$ cat config.mk
export PLATFORM = sky130hd
export DESIGN_NAME = led_column_scanner
export DESIGN_NICKNAME = d
export VERILOG_FILES = /design/src/rtl/led_column_scanner.sv
export SDC_FILE = /design/constraint.sdc
export NUM_CORES = 1
export LEC_CHECK = 0
export BUFFER_PORTS_ARGS = -buffer_cell sky130_fd_sc_hd__buf_4
export CAP_MARGIN = 20
export CORE_UTILIZATION = 30
export CTS_CLUSTER_SIZE = 40
export DETAILED_ROUTE_END_ITERATION = 7
export PLACE_DENSITY_LB_ADDON = 0.3
export SLEW_MARGIN = 20
export SYNTH_ARGS = -nofsm -noshare
export SYNTH_HDL_FRONTEND = slang
export SYNTH_SLANG_ARGS = --single-unit
$ cat constraint.sdc
create_clock -name clk -period 6.7 [get_ports clk]
set_clock_uncertainty 0.15 [all_clocks]
set_input_delay 0.335 -clock clk [delete_from_list [all_inputs] [get_ports clk]]
set_output_delay 0.335 -clock clk [all_outputs]
set_load 0.02 [all_outputs]
$ cat src/rtl/led_column_scanner.sv
// Column scan timing, blanking and double-buffered frame store feeding led_array_driver.
// Optional macro LED_SCAN_BRIGHTNESS_EN adds a 4-bit PWM brightness input.
module led_column_scanner #(
    parameter int N           = 3,
    parameter int ON_TICKS    = 1000,
    parameter int BLANK_TICKS = 16
) (
    input  logic                 clk,
    input  logic                 rst_n,
    input  logic                 run,
`ifdef LED_SCAN_BRIGHTNESS_EN
    input  logic [3:0]           brightness,
`endif
    input  logic [N*N-1:0]       cells_in,
    input  logic                 cells_valid,
    output logic                 cells_ready,
    output logic [N*N-1:0]       cells_out,
    output logic [$clog2(N):0]   x,
    output logic                 ena,
    output logic                 frame_start
);

    localparam int XW     = $clog2(N) + 1;
    localparam int MAX_T  = (ON_TICKS > BLANK_TICKS) ? ON_TICKS : BLANK_TICKS;
    localparam int CW     = $clog2(MAX_T + 1);

    localparam logic [CW-1:0] ON_LAST    = CW'(ON_TICKS - 1);
    localparam logic [CW-1:0] BLANK_LAST = CW'(BLANK_TICKS - 1);
    localparam logic [XW-1:0] X_LAST     = XW'(N - 1);

    if (N < 1 || N > 8) begin : g_bad_n
        $error("led_column_scanner: N must be in 1..8");
    end
    if (ON_TICKS < 1 || BLANK_TICKS < 1) begin : g_bad_ticks
        $error("led_column_scanner: ON_TICKS and BLANK_TICKS must be >= 1");
    end

    typedef enum logic [1:0] {
        S_OFF,
        S_BLANK,
        S_ON
    } state_t;

    state_t          state_q, state_d;
    logic [CW-1:0]   cnt_q, cnt_d;
    logic [XW-1:0]   x_q, x_d;
    logic [N*N-1:0]  cells_out_q, cells_out_d;
    logic [N*N-1:0]  pend_q, pend_d;
    logic            pend_full_q, pend_full_d;
    logic            frame_start_q, frame_start_d;
    logic            boundary;
    logic            capture;
    logic            transfer;

    always_comb begin
        state_d  = state_q;
        cnt_d    = cnt_q;
        x_d      = x_q;
        boundary = 1'b0;

        unique case (state_q)
            S_OFF: begin
                cnt_d = '0;
                x_d   = '0;
                if (run) begin
                    state_d  = S_BLANK;
                    boundary = 1'b1;
                end
            end
            S_BLANK: begin
                if (cnt_q == BLANK_LAST) begin
                    state_d = S_ON;
                    cnt_d   = '0;
                end else begin
                    cnt_d = cnt_q + 1'b1;
                end
            end
            S_ON: begin
                if (cnt_q == ON_LAST) begin
                    state_d = S_BLANK;
                    cnt_d   = '0;
                    if (x_q == X_LAST) begin
                        x_d      = '0;
                        boundary = 1'b1;
                    end else begin
                        x_d = x_q + 1'b1;
                    end
                end else begin
                    cnt_d = cnt_q + 1'b1;
                end
            end
            default: state_d = S_OFF;
        endcase

        // Dropping run aborts mid-column from any state.
        if (!run) begin
            state_d  = S_OFF;
            cnt_d    = '0;
            x_d      = '0;
            boundary = 1'b0;
        end
    end

    // Capture only into an empty buffer, so capture and transfer never coincide.
    always_comb begin
        frame_start_d = boundary;
        capture       = cells_valid && !pend_full_q;
        transfer      = pend_full_q && (boundary || (state_q == S_OFF));

        cells_out_d = transfer ? pend_q : cells_out_q;
        pend_d      = capture ? cells_in : pend_q;
        pend_full_d = pend_full_q;
        if (capture) begin
            pend_full_d = 1'b1;
        end else if (transfer) begin
            pend_full_d = 1'b0;
        end
    end

    // NOTE: every flop, including the frame buffers, is cleared by rst_n so a reset discards any pending frame.
    always_ff @(posedge clk or negedge rst_n) begin
        if (!rst_n) begin
            state_q       <= S_OFF;
            cnt_q         <= '0;
            x_q           <= '0;
            cells_out_q   <= '0;
            pend_q        <= '0;
            pend_full_q   <= 1'b0;
            frame_start_q <= 1'b0;
        end else begin
            state_q       <= state_d;
            cnt_q         <= cnt_d;
            x_q           <= x_d;
            cells_out_q   <= cells_out_d;
            pend_q        <= pend_d;
            pend_full_q   <= pend_full_d;
            frame_start_q <= frame_start_d;
        end
    end

`ifdef LED_SCAN_BRIGHTNESS_EN
    logic [CW-1:0] duty_q, duty_d;

    // Duty is frozen on entry to ON so a brightness change never alters a lit column.
    always_comb begin
        duty_d = duty_q;
        if (state_q == S_BLANK && state_d == S_ON) begin
            duty_d = CW'(((int'(brightness) + 1) * ON_TICKS) >> 4);
        end
    end

    always_ff @(posedge clk or negedge rst_n) begin
        if (!rst_n) begin
            duty_q <= '0;
        end else begin
            duty_q <= duty_d;
        end
    end

    assign ena = (state_q == S_ON) && (cnt_q < duty_q);
`else
    // NOTE: ena decodes the state register directly, so an async reset blanks the array in the same cycle.
    assign ena = (state_q == S_ON);
`endif

    assign cells_ready = !pend_full_q;
    assign cells_out   = cells_out_q;
    assign x           = x_q;
    assign frame_start = frame_start_q;

endmodule
# --- Word-level counts from Yosys, hierarchy flattened ---
# Index checks and enable logic that the tools add are counted.
op_classes:
  addsub: 2
  eq_ne: 9
  muxes: 18
  reduce_logical: 8
ops:
  columns: ["op", "n"]
  rows:
  - ["10-bit 2-to-1 mux", 3]
  - ["10-bit one-hot mux with 3 select lines", 1]
  - ["10-bit by 1-bit adder with 10-bit output, second input constant", 1]
  - ["10-bit == test, second input constant", 1]
  - ["10-bit by 4-bit == test with 1-bit output, second input constant", 1]
  - ["3-bit 2-to-1 mux", 3]
  - ["2-bit 2-to-1 mux", 3]
  - ["2-bit one-hot mux with 3 select lines", 1]
  - ["3-bit one-hot mux with 2 select lines", 1]
  - ["1-bit 2-to-1 mux", 5]
  - ["4-bit by 1-bit != test with 1-bit output, second input constant", 1]
  - ["2-bit AND reduction", 2]
  - ["3-bit by 1-bit adder with 3-bit output, second input constant", 1]
  - ["3-bit by 2-bit == test with 1-bit output, second input constant", 1]
  - ["3-bit by 1-bit != test with 1-bit output, second input constant", 1]
  - ["3-bit by 2-bit != test with 1-bit output, second input constant", 1]
  - ["3-bit != test, second input constant", 1]
  - ["2-bit by 1-bit == test with 1-bit output, second input constant", 1]
  - ["2-bit == test, second input constant", 1]
  - ["1-bit logical AND", 2]
  - ["2-bit logical NOT", 1]
  - ["1-bit one-hot mux with 2 select lines", 1]
  - ["2-bit nonzero test", 1]
  - ["1-bit logical NOT", 1]
  - ["1-bit logical OR", 1]
word_totals:
  ff_bits: 35
  in_bits: 13
  out_inout_bits: 15
  wordCells: 44

# --- Longest topological paths before layout ---
# Gate-level depths: netlist of the first run.
depth:
  word_depth: 9
  depth_mapped: 8

# --- Worst setup path after synthesis of the first run ---
# No wires, ideal clock.
synth_timing:
  path_kind: "register to register"
  from: "register state_q[0]"
  to: "register cnt_q[9]"
  arrival_ps: 2086
  required_ps: 6427
  setup_slack_ps: 4341
  path_stages_with_launch: 9
  synth_period_minus_slack_ps: 2359
  cell_sequence: "dfrtp_1 > inv_1 > ha_1 > clkbuf_2 > nor4b_1 > nor4_1 > nand3_1 > xor2_1 > nor2_1"
synth_between:
  elab_chain_cells: 3
  word_cells_on_any_way: 6
synth_rtl:
  columns: ["element", "line", "text"]
  rows:
  - ["start: declaration", "44", "state_t state_q, state_d;"]
  - ["start signal: assignment", "131", "state_q <= state_d;"]
  - ["2-bit == test *", null, null]
  - ["named net ena", "19", "output logic ena,"]
  - ["10-bit one-hot mux with 3 select lines", "61", "unique case (state_q)"]
  - ["10-bit 2-to-1 mux", "96", "if (!run) begin"]
  - ["end signal: assignment", "132", "cnt_q <= cnt_d;"]
  - ["end: declaration", "45", "logic [CW-1:0] cnt_q, cnt_d;"]
# Mark *: on every way through the listed nets, which the timed path passes. The rest lies on a longest branch.
# A chain may end at the register's enable or synchronous reset.

# --- Final worst setup path of the first run ---
layout_timing:
  from: "register state_q[0]"
  to: "register cnt_q[9]"
layout_between:
  elab_chain_cells: 3
  word_cells_on_any_way: 6
layout_rtl:
  columns: ["element", "line"]
  rows:
  - ["2-bit == test, or another cell as far along", "61"]
  - ["10-bit one-hot mux with 3 select lines", "61"]
  - ["10-bit 2-to-1 mux", "96"]
# Parallel ways exist; a longest one is shown, timed or not.

==> impl_metrics.py, run 1 <==
metrics = {
    "place": {
        "place_congestion": 0.778,
        "dp_hpwl_mm": 2.33,
        "dp_cells": 232,
        "pre_cts_ws_ps": 4170,
        "placed_cell_area_um2": 1930,
        "io_buffers": 27,
    },
    "die": {
        "dieWidth_um": 76.1,
        "coreArea_um2": 5200,
        "die_h_um": 76.1,
        "num_rows": 26,
        "die_area_um2": 5790,
        "ioPinCount": 28,
        "initial_core_util_pct": 31.6,
    },
    "layout": {
        "finalNonFillerCells": 241,
        "nets": 188,
        "final_area_um2": 2060,
        "area_growth_syn_to_layout_pct": 24.8,
        "num_antenna_cells": 0,
        "drive_gt1_share_pct": 37.4,
    },
    "pwr": {
        "clkPwrFrac_pct": 23.5,
        "power.density_nw_per_um2": 400,
        "combPwrFrac_pct": 38.0,
        "ir_drop_uv": 167,
        "switching_share_pct": 32.8,
        "pwr-share-seq_pct": 38.5,
        "p_int_w": 0.000553,
        "netSwitchingPower_w": 0.000270,
        "power_leakage_nw": 0.897,
    },
    "synthesis": {
        "synth_top_family_by_area": "simple AND/OR/NAND/NOR gates",
        "syn_nets": 155,
        "synth_xor_area_share_pct": 3.19,
        "ys_warn_count": 0,
        "synth_mux_area_share_pct": 12.9,
        "synth-compound-area-share_pct": 9.73,
        "synth_cell_types": 39,
        "synthCells": 137,
        "synth_edf_count": 0,
        "synth_area_um2": 1650,
        "async_reset_ff_share_pct": 100,
        "yosysSeqAreaShare_pct": 53.2,
        "syn_avg_cell_area_um2": 12.0,
        "synthAdderAreaFrac_pct": 3.80,
        "synthSimpleGateAreaFrac_pct": 15.3,
        "synth.most_common_cell": "dfrtp_1",
        "ys.flop_type": "dfrtp_1",
        "synth_top_area_cell": "dfrtp_1",
        "synth_top_area_share_pct": 53.2,
        "synthTopCellsByArea": "dfrtp_1 53%, mux2_2 12%, ha_1 3.8%",
        "ys_seq_elements": 35,
        "yosys-top-cells-count": "35 x dfrtp_1, 18 x mux2_2, 11 x nor2_1, 7 x nand3_1",
    },
    "global_routing": {
        "grt.overflow.total": 0,
        "grt_start_max_net_pins": 36,
        "track_usage_pct": 12.4,
        "grt_pass1_wl_mm": 5.73,
        "antenna_found_initial": 0,
        "first_global_vias": 1167,
    },
    "worst_setup_path": {
        "critPathMaxFanout": 9,
        "endpoint_kind": "flip-flop",
        "r2r_start": "state_q[0]",
        "critPathKind": "reg2reg",
        "worstSetupStartpointType": "flip-flop",
        "cp_data_arrival_time_ps": 2600,
        "worstReg2RegEnd": "cnt_q[9]",
        "reg2regPathDepth": 7,
        "cp.required_ps": 6720,
        "r2r_setup_slack_ps": 4120,
    },
    "clocking": {
        "clock-sinks": 35,
        "clkLatencyLatePin_ps": 280,
        "cts_tree": "yes",
        "cts_buffers": 5,
        "postCtsSetupRepairBufs": 0,
        "clk_root_buffer_cell": "clkbuf_8",
        "h-tree-depth": 2,
        "ctsResizeCount": 0,
        "clkTransAtPathRegs_ps": 70,
        "clock_path_buffers": 2,
    },
    "route": {
        "num_vias": 1141,
        "route.detailed.drc": 0,
        "dr.first_iter.drc_count": 58,
        "wl_per_cell_um": 13.4,
        "antenna_left": 0,
        "totalWireLength_mm": 3.22,
        "vias_per_cell": 4.73,
        "dr.pass1.iters": 4,
    },
    "sta": {
        "setup_slack_ps": 4120,
        "final.min_clock_period_ps": 2580,
        "finalSetupTns_ps": 0,
        "grt_setup_unrepaired": "no",
        "setup_viol": 0,
        "max-slew-margin-rel_pct": 28.0,
        "fin_crit_sh_pct": 38.5,
        "max_freq_ghz": 0.388,
        "fin_hold_ws_ps": 135,
        "hold_violations": 0,
        "drv_slew": 0,
        "tightestPinTransition_ps": 1060,
    },
    "job": {
        "cap_violations": 0,
    },
    "outcome": {
        "status": "complete, no violations",
    },
    "hold_path": {
        "hold_start": "cells_in[2]",
        "min_path_type": "in2reg",
        "worstHoldPathCells": 2,
        "hold_end": "pend_q[2]",
    },
}
==> critical path, cell delays in order (launching register included) <==
cell and delay [ps]:
dfrtp_1 390, inv_1 100, ha_1 310, nor4b_1 940
nor4_1 220, nand3_1 160, xor2_1 150, nor2_1 50
==> sequential cells by signal (all words and copies together), names as in the netlist <==
name,flops
x,3
state_q,2
cells_out,9
cnt_q,10
pend_full_q,1
frame_start,1
pend_q,9
==> worst max path at each step <==
stage,from,slack (ps),to,cells after the start
after floorplan,state_q[0],4340,cnt_q[9],8
after global placement,state_q[0],4270,cnt_q[9],7
after detailed placement,state_q[0],4170,cnt_q[9],7
after CTS,state_q[0],4140,cnt_q[9],7
after global routing,state_q[0],3950,cnt_q[9],7
final,state_q[0],4120,cnt_q[9],7
==> metal layers <==
metal	GRT usage, %	vias up	wire, µm	share of wire (%)
met1	16.5	544	1460	45
met2	19.4	35	1560	48
met3	2.87	9	131	4.1
met5	0	-	0	0
li1	-	553	-	-
met4	5.58	0	71	2.2
==> through the flow <==
stage / power (W) / util, %
6_report: 0.000823 / 39.5
5_1_grt: 0.000878 / 39.5
4_1_cts: 0.000834 / 39.5
3_5_place_dp: 0.000639 / 37.0
3_3_place_gp: 0.000623 / 37.0
2_1_floorplan: 0.000530 / -
==> cells in the final DEF, fill, tap and decap left out, drive strengths merged, types with 6 or more instances in the layout <==
master and n:
nand2 6, o21ai 6, nor2 12, nand3 7, clkbuf 6, mux2 18, inv 6, dfrtp 35
buf 27
==> logic make-up (layout without fill, tap and decap cells) <==
| group | count (synthesis) | in the layout |
|---|---|---|
| flops | 35 | 35 |
| compound gates | 20 | 20 |
| mux | 19 | 19 |
| simple gates | 44 | 44 |
| buf+inv | 8 | 42 |
| xor+xnor | 6 | 6 |
| fa+ha+maj | 5 | 5 |
==> power by group through the flow <==
stage	Clock (W)	Combinational, W	Sequential [W]
after detailed placement	0	0.000317	0.000321
after floorplan	0	0.000179	0.000351
after global routing	0.000209	0.000341	0.000328
final	0.000193	0.000313	0.000317
after CTS	0.000199	0.000318	0.000317
after global placement	0	0.000307	0.000316
==> layout make-up <==
class	instances	area (µm²)
clock buffer	6	82.6
clock inverter	2	35.0
fill	510	3150
inverter	6	22.5
multi-input combinational	94	739
sequential	35	876
tap	70	87.6
timing repair buffer	28	213
==> timing repair <==
item                                    in CTS  in global routing
hold endpoints to repair                    35                  0
hold buffers                                 1                  0
endpoints found under the setup margin       0                  0
(Power assumes the default switching activity.)
==> run 2, diff against run 1 <==
Clock period 6.7 ns to 2.6 ns, I/O delays scaled along.
==> run 2 against run 1 <==
Critical endpoint is now cells_out[3]. Cell area grew 3.5%. Wire length is 3.1% higher. Sequential cell count did not move. Hold slack got worse by 130 ps. Die area unchanged. Worst setup slack got worse by 3800 ps. Global-route usage about the same. Count of clock-buffer cells in the layout is the same. Combinational power increased to 2.7 times the previous value. Sequential share of layout area fell by 1.5 points. Sequential power rose to 2.6 times the previous value. Register-to-register slack lost 3800 ps.
==> impl_metrics.py, run 2 (synthesis results as in run 1) <==
metrics = {
    "worst_setup_path": {
        "slowest_stage": "o21ai_2",
        "slowest_delay_ps": 420,
        "cp.required_ps": 2610,
        "crit_buf_inv": 2,
        "endpoint_kind": "flip-flop",
        "crit_top_cell": "inv_1",
        "critPathMaxFanout": 9,
        "cp_data_arrival_time_ps": 2320,
        "crit_family": "compound AO/OA/AOI/OAI gates",
        "worstSetupStartpointType": "flip-flop",
        "critPathKind": "reg2reg",
        "crit_chain": "inv_1 > ha_1 > inv_1 > nor3b_1 > and3_1 > o21ai_2 > mux2_2",
    },
    "layout": {
        "area_growth_syn_to_layout_pct": 29.3,
        "nets": 199,
        "num_antenna_cells": 0,
        "mostFrequentLayoutCells": "35 x dfrtp_1, 29 x buf_4, 18 x mux2_2, 11 x nor2_1, 10 x dlygate4sd3_1",
        "largest-register": "cnt_q",
        "layout_commonest_cell": "dfrtp_1",
        "drive_gt1_share_pct": 35.7,
        "largest_reg_flops": 10,
    },
    "clocking": {
        "clk_root_buffer_cell": "clkbuf_8",
        "clkLatencyLatePin_ps": 280,
        "h-tree-depth": 2,
        "ctsResizeCount": 0,
        "hold_buffers": 10,
        "clkTransAtPathRegs_ps": 70,
        "clock-sinks": 35,
        "cts_buffers": 5,
        "cts_tree": "yes",
        "clock_path_buffers": 2,
        "postCtsSetupRepairBufs": 0,
    },
    "sta": {
        "max_freq_ghz": 0.433,
        "setup_viol": 0,
        "max-slew-margin-rel_pct": 65.7,
        "fin_hold_ws_ps": 6.04,
        "drv_slew": 0,
        "hold_violations": 0,
        "tightestPinTransition_ps": 515,
        "fin_crit_sh_pct": 88.8,
        "grt_setup_unrepaired": "no",
        "final.min_clock_period_ps": 2310,
        "finalSetupTns_ps": 0,
    },
    "pwr": {
        "power_leakage_nw": 0.925,
        "ir_drop_uv": 393,
        "power.density_nw_per_um2": 953,
    },
    "route": {
        "totalWireLength_mm": 3.32,
        "dr.pass1.iters": 4,
        "num_vias": 1183,
        "dr.first_iter.drc_count": 44,
        "route.detailed.drc": 0,
        "antenna_left": 0,
        "wl_per_cell_um": 13.2,
        "vias_per_cell": 4.69,
    },
    "global_routing": {
        "busiest_layer": "met2",
        "use_met2_pct": 21.6,
        "grt.overflow.total": 0,
        "antenna_found_initial": 0,
        "use_met3_pct": 2.40,
        "first_global_vias": 1237,
        "track_usage_pct": 12.4,
        "grt_pass1_wl_mm": 5.66,
        "grtUsageMet1_pct": 14.6,
        "grt_start_max_net_pins": 36,
    },
    "die": {
        "dieWidth_um": 76.1,
        "ioPinCount": 28,
        "initial_core_util_pct": 31.6,
        "die_h_um": 76.1,
        "die_area_um2": 5790,
        "num_rows": 26,
        "coreArea_um2": 5200,
    },
    "outcome": {
        "status": "complete, no violations",
    },
    "hold_path": {
        "min_path_type": "in2reg",
    },
    "place": {
        "dp_hpwl_mm": 2.38,
        "io_buffers": 27,
        "place_congestion": 0.782,
    },
    "job": {
        "cap_violations": 0,
    },
}
[run 2: changes by cell type in the layout (fill, tap and decap cells not counted)]
cell	delta
clkinvlp_4	+1
buf_4	+2
clkbuf_8	-1
bufinv_16	-1
clkbuf_1	+1
dlygate4sd3_1	+9
[run 2: where the power goes]
part	internal [W]	switching [W]	leakage, nW
Combinational	0.000413	0.000417	0.441
Clock	0.000187	0.000191	0.0412
Sequential	0.000722	0.0000978	0.442
Total	0.00132	0.000706	0.925
[run 2: worst min-delay path, delay by kind of cell]
| family | cells | cell delay (ps) |
|---|---|---|
| AOI/OAI and AO/OA | 1 | 70 |
| and+or+nand+nor | 1 | 60 |
| buffers and inverters | 1 | 130 |
[run 2: final cells by class]
type | instances | area [µm²]
fillers | 513 | 3080
flip-flops and latches | 35 | 876
multi-input cells | 94 | 739
repair buffers | 39 | 318
well taps | 70 | 87.6
clock buffers | 6 | 72.6
inverters | 6 | 22.5
clock inverters | 2 | 12.5
[run 2: per-layer routing]
metal	vias up	wire (µm)
met5	-	0
met1	586	1490
met4	0	43
met2	19	1700
li1	574	-
met3	4	86
[run 2: through the flow]
stage	util (%)	power [W]	area, µm²	setup WS (ps)	std cells
after detailed placement	37.3	0.00166	1940	315	234
after floorplan	-	0.00137	1650	241	137
after global placement	37.3	0.00162	1940	371	234
after global routing	40.9	0.00216	2130	161	252
final	40.9	0.00203	2130	292	252
after CTS	40.9	0.00206	2130	296	252
[run 2: worst paths after layout]
kind | start | end | slack, ps | cells after the start
setup / recovery | state_q[0] | cells_out[3] | 290 | 7
max in group asynchronous | rst_n | cnt_q[4] | 1780 | 2
hold reg to reg | pend_q[1] | cells_out[1] | 360 | 1
setup reg to reg | state_q[0] | cells_out[3] | 290 | 7
hold / removal | run | x[1] | 6 | 3
min in group asynchronous | rst_n | cells_out[6] | 200 | 2
